<file path="src/rtl/seg_scan_mux.sv">
// seg_scan_mux -- multiplexed seven-segment display driver.
//
// Scans DIGITS hex digits onto one shared 7-bit segment bus. Each digit owns
// a slot of SLOT_CYCLES clocks. The first BLANK_CYCLES clocks of every slot
// drive nothing, which prevents ghosting at the hand-over between digits.
// New display values are double-buffered. They reach the display only at a
// frame boundary, and data_ack reports that commit.
//
// Optional build macro: SEG_SCAN_LZB_EN enables leading-zero blanking of
// digits 1..DIGITS-1. The blanking is evaluated on the committed display value.
//
// Ports:
//   clk          system clock, rising edge
//   rst          asynchronous reset, active-high
//   data_in      4*DIGITS hex nibbles, digit 0 in [3:0]
//   data_load    one-cycle strobe that captures data_in
//   data_ack     one-cycle pulse, aligned with frame_start, when a value is committed
//   digit_en     per-digit enable, sampled live
//   seginv       inverts seg and dig at the pads (common-anode boards)
//   seg          segments a..g on bits 0..6
//   dig          digit selects; at most one is active at a time
//   frame_start  one-cycle pulse on the first output cycle of each frame
module seg_scan_mux #(
   parameter int DIGITS       = 2,
   parameter int SLOT_CYCLES  = 1024,
   parameter int BLANK_CYCLES = 16
) (
   input  logic                  clk,
   input  logic                  rst,
   input  logic [4*DIGITS-1:0]   data_in,
   input  logic                  data_load,
   output logic                  data_ack,
   input  logic [DIGITS-1:0]     digit_en,
   input  logic                  seginv,
   output logic [6:0]            seg,
   output logic [DIGITS-1:0]     dig,
   output logic                  frame_start
);

   localparam int SLOT_W = $clog2(SLOT_CYCLES);
   localparam int IDX_W  = (DIGITS > 1) ? $clog2(DIGITS) : 1;
   localparam logic [SLOT_W-1:0] SLOT_MAX  = SLOT_W'(SLOT_CYCLES - 1);
   localparam logic [SLOT_W-1:0] BLANK_END = SLOT_W'(BLANK_CYCLES);
   localparam logic [IDX_W-1:0]  IDX_MAX   = IDX_W'(DIGITS - 1);

   function automatic logic [6:0] hex_decode(input logic [3:0] nib);
      logic [6:0] s;
      case (nib)
         4'h0: s = 7'h3F;
         4'h1: s = 7'h06;
         4'h2: s = 7'h5B;
         4'h3: s = 7'h4F;
         4'h4: s = 7'h66;
         4'h5: s = 7'h6D;
         4'h6: s = 7'h7D;
         4'h7: s = 7'h07;
         4'h8: s = 7'h7F;
         4'h9: s = 7'h6F;
         4'hA: s = 7'h77;
         4'hB: s = 7'h7C;
         4'hC: s = 7'h39;
         4'hD: s = 7'h5E;
         4'hE: s = 7'h79;
         default: s = 7'h71;
      endcase
      return s;
   endfunction

   logic [SLOT_W-1:0]   slot_cnt;
   logic [IDX_W-1:0]    idx;
   logic                slot_last;
   logic                frame_end;

   logic [4*DIGITS-1:0] disp;
   logic [4*DIGITS-1:0] pend;
   logic                pend_vld;
   logic                commit_p0;

   logic [DIGITS-1:0]   lzb_mask;
   logic [3:0]          nib_cur;
   logic                en_cur;
   logic [DIGITS-1:0]   dig_oh;
   logic                show;

   logic [6:0]          seg_raw_p1;
   logic [DIGITS-1:0]   dig_raw_p1;
   logic                frame_start_p1;
   logic                data_ack_p1;

   assign slot_last = (slot_cnt == SLOT_MAX);
   assign frame_end = slot_last && (idx == IDX_MAX);

   // ---- stage 0: scan counter and display double buffer ----
   always_ff @(posedge clk or posedge rst) begin
      if (rst) begin
         slot_cnt <= '0;
         idx      <= '0;
      end else if (slot_last) begin
         slot_cnt <= '0;
         idx      <= (idx == IDX_MAX) ? '0 : idx + IDX_W'(1);
      end else begin
         slot_cnt <= slot_cnt + SLOT_W'(1);
      end
   end

   // A load on the boundary edge bypasses the pending register. Otherwise
   // the pending value, if any, is committed. commit_p0 delays the ack by one
   // cycle so that it lines up with frame_start of the frame that shows the data.
   always_ff @(posedge clk or posedge rst) begin
      if (rst) begin
         disp      <= '0;
         pend      <= '0;
         pend_vld  <= 1'b0;
         commit_p0 <= 1'b0;
      end else begin
         commit_p0 <= 1'b0;
         if (frame_end) begin
            if (data_load) begin
               disp      <= data_in;
               pend_vld  <= 1'b0;
               commit_p0 <= 1'b1;
            end else if (pend_vld) begin
               disp      <= pend;
               pend_vld  <= 1'b0;
               commit_p0 <= 1'b1;
            end
         end else if (data_load) begin
            pend     <= data_in;
            pend_vld <= 1'b1;
         end
      end
   end

`ifdef SEG_SCAN_LZB_EN
   // Digit k>0 is blanked when it and every higher nibble are zero.
   always_comb begin
      logic all_zero;
      all_zero = 1'b1;
      lzb_mask = '0;
      for (int k = DIGITS - 1; k >= 1; k--) begin
         all_zero    = all_zero && (disp[4*k +: 4] == 4'h0);
         lzb_mask[k] = all_zero;
      end
   end
`else
   assign lzb_mask = '0;
`endif

   always_comb begin
      nib_cur = 4'h0;
      en_cur  = 1'b0;
      dig_oh  = '0;
      for (int k = 0; k < DIGITS; k++) begin
         if (idx == IDX_W'(k)) begin
            nib_cur   = disp[4*k +: 4];
            en_cur    = digit_en[k] && !lzb_mask[k];
            dig_oh[k] = 1'b1;
         end
      end
   end

   assign show = (slot_cnt >= BLANK_END) && en_cur;

   // ---- stage 1: registered raw outputs ----
   always_ff @(posedge clk or posedge rst) begin
      if (rst) begin
         seg_raw_p1     <= '0;
         dig_raw_p1     <= '0;
         frame_start_p1 <= 1'b0;
         data_ack_p1    <= 1'b0;
      end else begin
         seg_raw_p1     <= show ? hex_decode(nib_cur) : 7'h00;
         dig_raw_p1     <= show ? dig_oh : '0;
         frame_start_p1 <= (slot_cnt == '0) && (idx == '0);
         data_ack_p1    <= commit_p0;
      end
   end

   assign seg         = seg_raw_p1 ^ {7{seginv}};
   assign dig         = dig_raw_p1 ^ {DIGITS{seginv}};
   assign frame_start = frame_start_p1;
   assign data_ack    = data_ack_p1;

endmodule

</file>
<file path="config.mk">
export PLATFORM = sky130hd
export DESIGN_NAME = seg_scan_mux
export DESIGN_NICKNAME = d
export VERILOG_FILES = /design/src/rtl/seg_scan_mux.sv
export SDC_FILE = /design/constraint.sdc
export NUM_CORES = 1
export LEC_CHECK = 0
export ABC_CLOCK_PERIOD_IN_PS = 5580
export BUFFER_PORTS_ARGS = -buffer_cell sky130_fd_sc_hd__buf_2
export CAP_MARGIN = 20
export CORE_UTILIZATION = 25
export CTS_CLUSTER_DIAMETER = 120
export CTS_CLUSTER_SIZE = 8
export DETAILED_ROUTE_END_ITERATION = 8
export HOLD_SLACK_MARGIN = 0.12
export PLACE_DENSITY = 0.5
export SLEW_MARGIN = 5
export SYNTH_ARGS = -nofsm -noshare
export SYNTH_HDL_FRONTEND = slang
export SYNTH_SLANG_ARGS = --single-unit
</file>
<file path="constraint.sdc">
create_clock -name clk -period 5.58 [get_ports clk]
set_clock_uncertainty 0.1 [all_clocks]
set_input_delay 0.558 -clock clk [delete_from_list [all_inputs] [get_ports clk]]
set_output_delay 0.558 -clock clk [all_outputs]
set_load 0.01 [all_outputs]
</file>
## Word level (Yosys, flattened, before mapping)

Memory sizes are Yosys's and may differ from the RTL's.
Cells that the tools add are included.

- Equal/unequal tests: 1
- Bitwise gates (word level): 4
- Add/sub/neg operators: 2
- Mux-type cells: 15
- $lt $le $gt $ge: 1
- Reductions and logical operators: 8

Operators by type and width:

| kind | count |
|---|---|
| 2-to-1 mux 8 bit | 2 |
| adder 10 x 1 -> 10 bit, second input constant | 1 |
| equality test 10 bit, second input constant | 1 |
| >= comparator 10 x 5 -> 1 bit, second input constant | 1 |
| logical NOT 10 bit | 1 |
| 2-to-1 mux 10 bit | 1 |
| 2-to-1 mux 1 bit | 9 |
| 2-to-1 mux 7 bit | 1 |
| bitwise XOR 7 bit | 1 |
| 2-to-1 mux 4 bit | 1 |
| AND reduction 2 bit | 2 |
| nonzero test 2 bit | 2 |
| logical AND 1 bit | 3 |
| 2-to-1 mux 2 bit | 1 |
| inverter 1 bit | 2 |
| bitwise XOR 2 bit | 1 |
| adder 1 bit, second input constant | 1 |

- Logic and storage cells: 42
- ROM bits: 112
- Input port bits: 14
- Flip-flop bits (word level): 40
- Output and inout bits: 11
- Memories kept: 1

Memories:

| name | depth | width | rd ports | clocked after Yosys merged registers in | wr ports | line | text |
|---|---|---|---|---|---|---|---|
| (no name shown) | 16 | 7 | 1 | 0 | 0 | 48 | `case (nib)` |

## Depth between registers and ports, before layout

- Depth in word-level cells: 4
- Gate-level depth with buffers: 9
- Depth with buffers taken out: 7

## Least setup slack after synthesis

OpenSTA, ideal clock, no wires.

- Kind: register to register
- Start: register idx
- End: register seg_raw_p1[6]
- Setup time: 0.104 ns
- Data required time: 5.376 ns
- Data arrival time: 2.022 ns
- Path buffers: 2
- Stages on the path, launching flop included: 9
- Clock period less this slack: 2.226 ns
- Slack: 3.354 ns
- Path through: dfrtp_1 -> buf_2 -> buf_2 -> mux2i_1 -> inv_1 -> ha_1 -> a211oi_1 -> a21oi_1 -> a221oi_1

- Longest elaborated chain between the ends: 3
- Elaborated cells on any way between the ends: 5
- Classes of those cells: mux (3); reduce/logical (1); memory (1)

Ends and longest elaborated chain:

| item | line | text |
|---|---|---|
| start: declaration | 70 | `logic [IDX_W-1:0] idx;` |
| start signal: assignment | 100 | `idx <= (idx == IDX_MAX) ? '0 : idx + IDX_W'(1);` |
| 2-to-1 mux 4 bit / 2-to-1 mux 1 bit (equally long branches) | 154 | `if (idx == IDX_W'(k)) begin` |
| memory (16 x 7 bit) / logical AND 1 bit (equally long branches) | - |  |
| 2-to-1 mux 7 bit * | 172 | `seg_raw_p1 <= show ? hex_decode(nib_cur) : 7'h00;` |
| end signal: assignment | 172 |  |
| end: declaration | 85 | `logic [6:0] seg_raw_p1;` |

Mark *: on every way between the ends. The rest lies on a longest branch, timed or not.
A chain may end at the register's enable or synchronous reset.

## Worst setup path after layout

Same ends and word-level chain as after synthesis.

==> run summary <==
Bufs on Longest Clock Path = 2
HP Class = flip-flop to flip-flop
# Post-CTS Setup Buffers = 0
Max-slew violations = 0
DP Area = 2370 um2
Sw frac = 23.2%
Port Buf Inserts = 24
Post-route cell area = 2490 um2
Top FF cell, synth = dfrtp_1
Internal = 0.487 mW
Hold path start = commit_p0
Hold slack final = 255 ps
HPWL after DPL = 2810 um
Max IR drop VDD = 120 uV
Layout cell share with drive strength beyond 1 = 19.4%
Grt ovf = 0
Antenna-violating nets left = 0
Post-synth ARST share = 100%
I/O Pins = 25
Fraction of power consumed by combinational cells = 11.9%
# diodes = 0
PostCTS Resize Cnt = 0
CTS Buf Count = 5
Die W = 95.1 um
Clock share of power = 38.6%
Placed cells = 319
Clk pin slew, worst setup/hold paths = 80 ps
Initial DRC Count = 55
Post-synthesis sequential area ratio = 46.2%
Top delay family on crit path = flip-flops
CTS tree = done
Peak fanout along the critical path = 23
Power, Total = 0.634 mW
All-Layer GR Usage = 10.3%
Sequential share of power = 49.5%
Critical path buffers and inverters = 1
GPL Wtd Cong = 0.791
Outcome = finished clean
H-tree Lvls = 2
Lkg Pwr = 1.13 nW
CP arrival = 2610 ps
Synth-to-layout area growth = 14.9%
Hold Violations, Final = 0
Largest net degree at the start of global routing = 41
Net Sw Power = 0.147 mW
Crit. End Element = flip-flop
Hold-fix buffers at CTS = 0
CP Launch Type = flip-flop
R2r endpoint = seg_raw_p1[6]
Synth warn = 0
Routed vias/inst = 4.57
Non-filler instance count after layout = 327
Most frequent cells in the layout = dfrtp_1 (40), buf_2 (24), xor2_1 (13)
Nets = 243
Worst R2R Start = idx
Rows = 33
CP Class = flip-flop to flip-flop
Mapped Area = 2170 um2
Setup tns final = 0 ps
Hold depth = 0
CP max stage delay = 850 ps
Slowest-stage cell, CP = dfrtp_1
Vias in the first global route = 1435
Max_cap viols = 0
Fmax = 394 MHz
Drt drc = 0
Clock latency on the worst-skew pair = 290 ps
Number of synthesized flops with an enable pin = 0
RSZ-0062 raised after global routing = no
Final setup viols = 0
Pwr Density = 254 nW/um2
Core Area = 8300 um2
Part of the cycle the worst path needs = 45.5%
Crit path cell chain = mux2i_1, inv_1, ha_1, a211oi_1, a21oi_1, a221oi_1
#FFs+latches synth = 40
Initial antenna violation count = 0
Most common cell after layout, fill and taps aside = dfrtp_1
CTS Sinks = 40
Die height = 95.1 um
Slew margin rel. = 46.1%
Final min period = 2540 ps
Routed len/inst = 12.4 um
Mapped Cells = 200
Initial core utilization = 26.1%
Hold EP = data_ack
Vias = 1494
Critical path required time = 5650 ps
Worst-margin pin slew = 786 ps
Count of cell types in the netlist = 43
First-pass GRT wire length = 7180 um
R2R Setup Slk = 3040 ps
Die area = 9050 um2
DRT Pass-1 Iters = 4
Reg2Reg Depth = 6
Post-synthesis net count = 222
Root buf cell = clkbuf_8
Final wirelength = 4040 um
Syn Area/Cell = 10.8 um2
==> registers in the layout (all words and copies together) (netlist names) <==
signal,flops
slot_cnt,10
disp,8
pend,8
seg_raw_p1,7
dig_raw_p1,2
commit_p0,1
data_ack,1
frame_start,1
idx,1
pend_vld,1
==> final cells by class <==
cell class / count / area [um2]
fill: 869 / 5810
multi-input combinational: 141 / 1080
sequential: 40 / 1000
tap: 105 / 131
timing repair buffer: 25 / 128
clock buffer: 6 / 82.6
clock inverter: 2 / 38.8
inverter: 8 / 30.0
==> power groups by stage <==
stage / clock network [mW] / registers, mW / logic [mW]
finish: 0.245 / 0.313 / 0.0754
global route: 0.269 / 0.315 / 0.0872
CTS: 0.256 / 0.313 / 0.0766
detailed placement: 0 / 0.319 / 0.0763
global placement: 0 / 0.319 / 0.0761
floorplan: 0 / 0.315 / 0.0566
==> worst max-delay path by stage <==
stage	startpoint	endpoint	slack, ps	cells after the start
finish	idx	seg_raw_p1[6]	3040	6
global route	idx	seg_raw_p1[6]	2750	6
CTS	idx	seg_raw_p1[6]	3020	6
detailed placement	idx	seg_raw_p1[6]	3030	6
global placement	idx	pend[4]	3100	3
floorplan	idx	seg_raw_p1[6]	3350	8
==> kinds of logic (layout without fill, tap and decap cells) <==
kind of cell	count (synthesis)	count (layout)	share of synthesized area, %
buffers and inverters	19	41	3.98
flip-flops	40	40	46.2
AO/OA/AOI/OAI	42	42	13.8
AND/OR/NAND/NOR	58	58	15.3
adder cells (fa/ha/maj)	8	8	4.62
XOR/XNOR	18	18	7.27
multiplexers	15	15	8.83
==> metal layers <==
metal  vias up  routed length [um]  track usage [%]
met5         -                   0                0
met4         0                  30             3.03
met3         2                 172             3.03
met2        32                1610             13.6
met1       708                2230             15.8
li1        752                   -                -
==> through the flow <==
stage,setup WS (ps),util (%)
after CTS,3020,30.0
after floorplan,3350,-
after global routing,2750,30.0
after detailed placement,3030,28.6
final,3040,30.0
after global placement,3100,28.6
==> synth_stat cells (2+ instances only) <==
cell type | instances | share of area, %
and4_1 | 2 | 0.81
inv_1 | 8 | 1.4
mux2i_1 | 6 | 2.8
a311oi_1 | 2 | 0.81
ha_1 | 8 | 4.6
nand2b_1 | 2 | 0.58
and3b_1 | 8 | 3.2
nor3_1 | 4 | 0.92
o2bb2ai_1 | 8 | 3.2
nand3_1 | 4 | 0.92
a21oi_1 | 12 | 2.8
xor2_1 | 13 | 5.3
nor2b_1 | 7 | 2.0
a211oi_1 | 4 | 1.4
nand3b_1 | 2 | 0.69
mux2_4 | 8 | 5.5
o21ai_0 | 4 | 0.92
clkbuf_1 | 5 | 0.87
dfrtp_1 | 40 | 46
nand4_1 | 2 | 0.58
a221oi_1 | 2 | 0.81
nor2_1 | 11 | 1.9
nand2_1 | 10 | 1.7
buf_2 | 3 | 0.69
xnor2_1 | 5 | 2.0
and3_1 | 2 | 0.58
o32ai_1 | 2 | 0.81
Power figures use the tool's default switching activity.
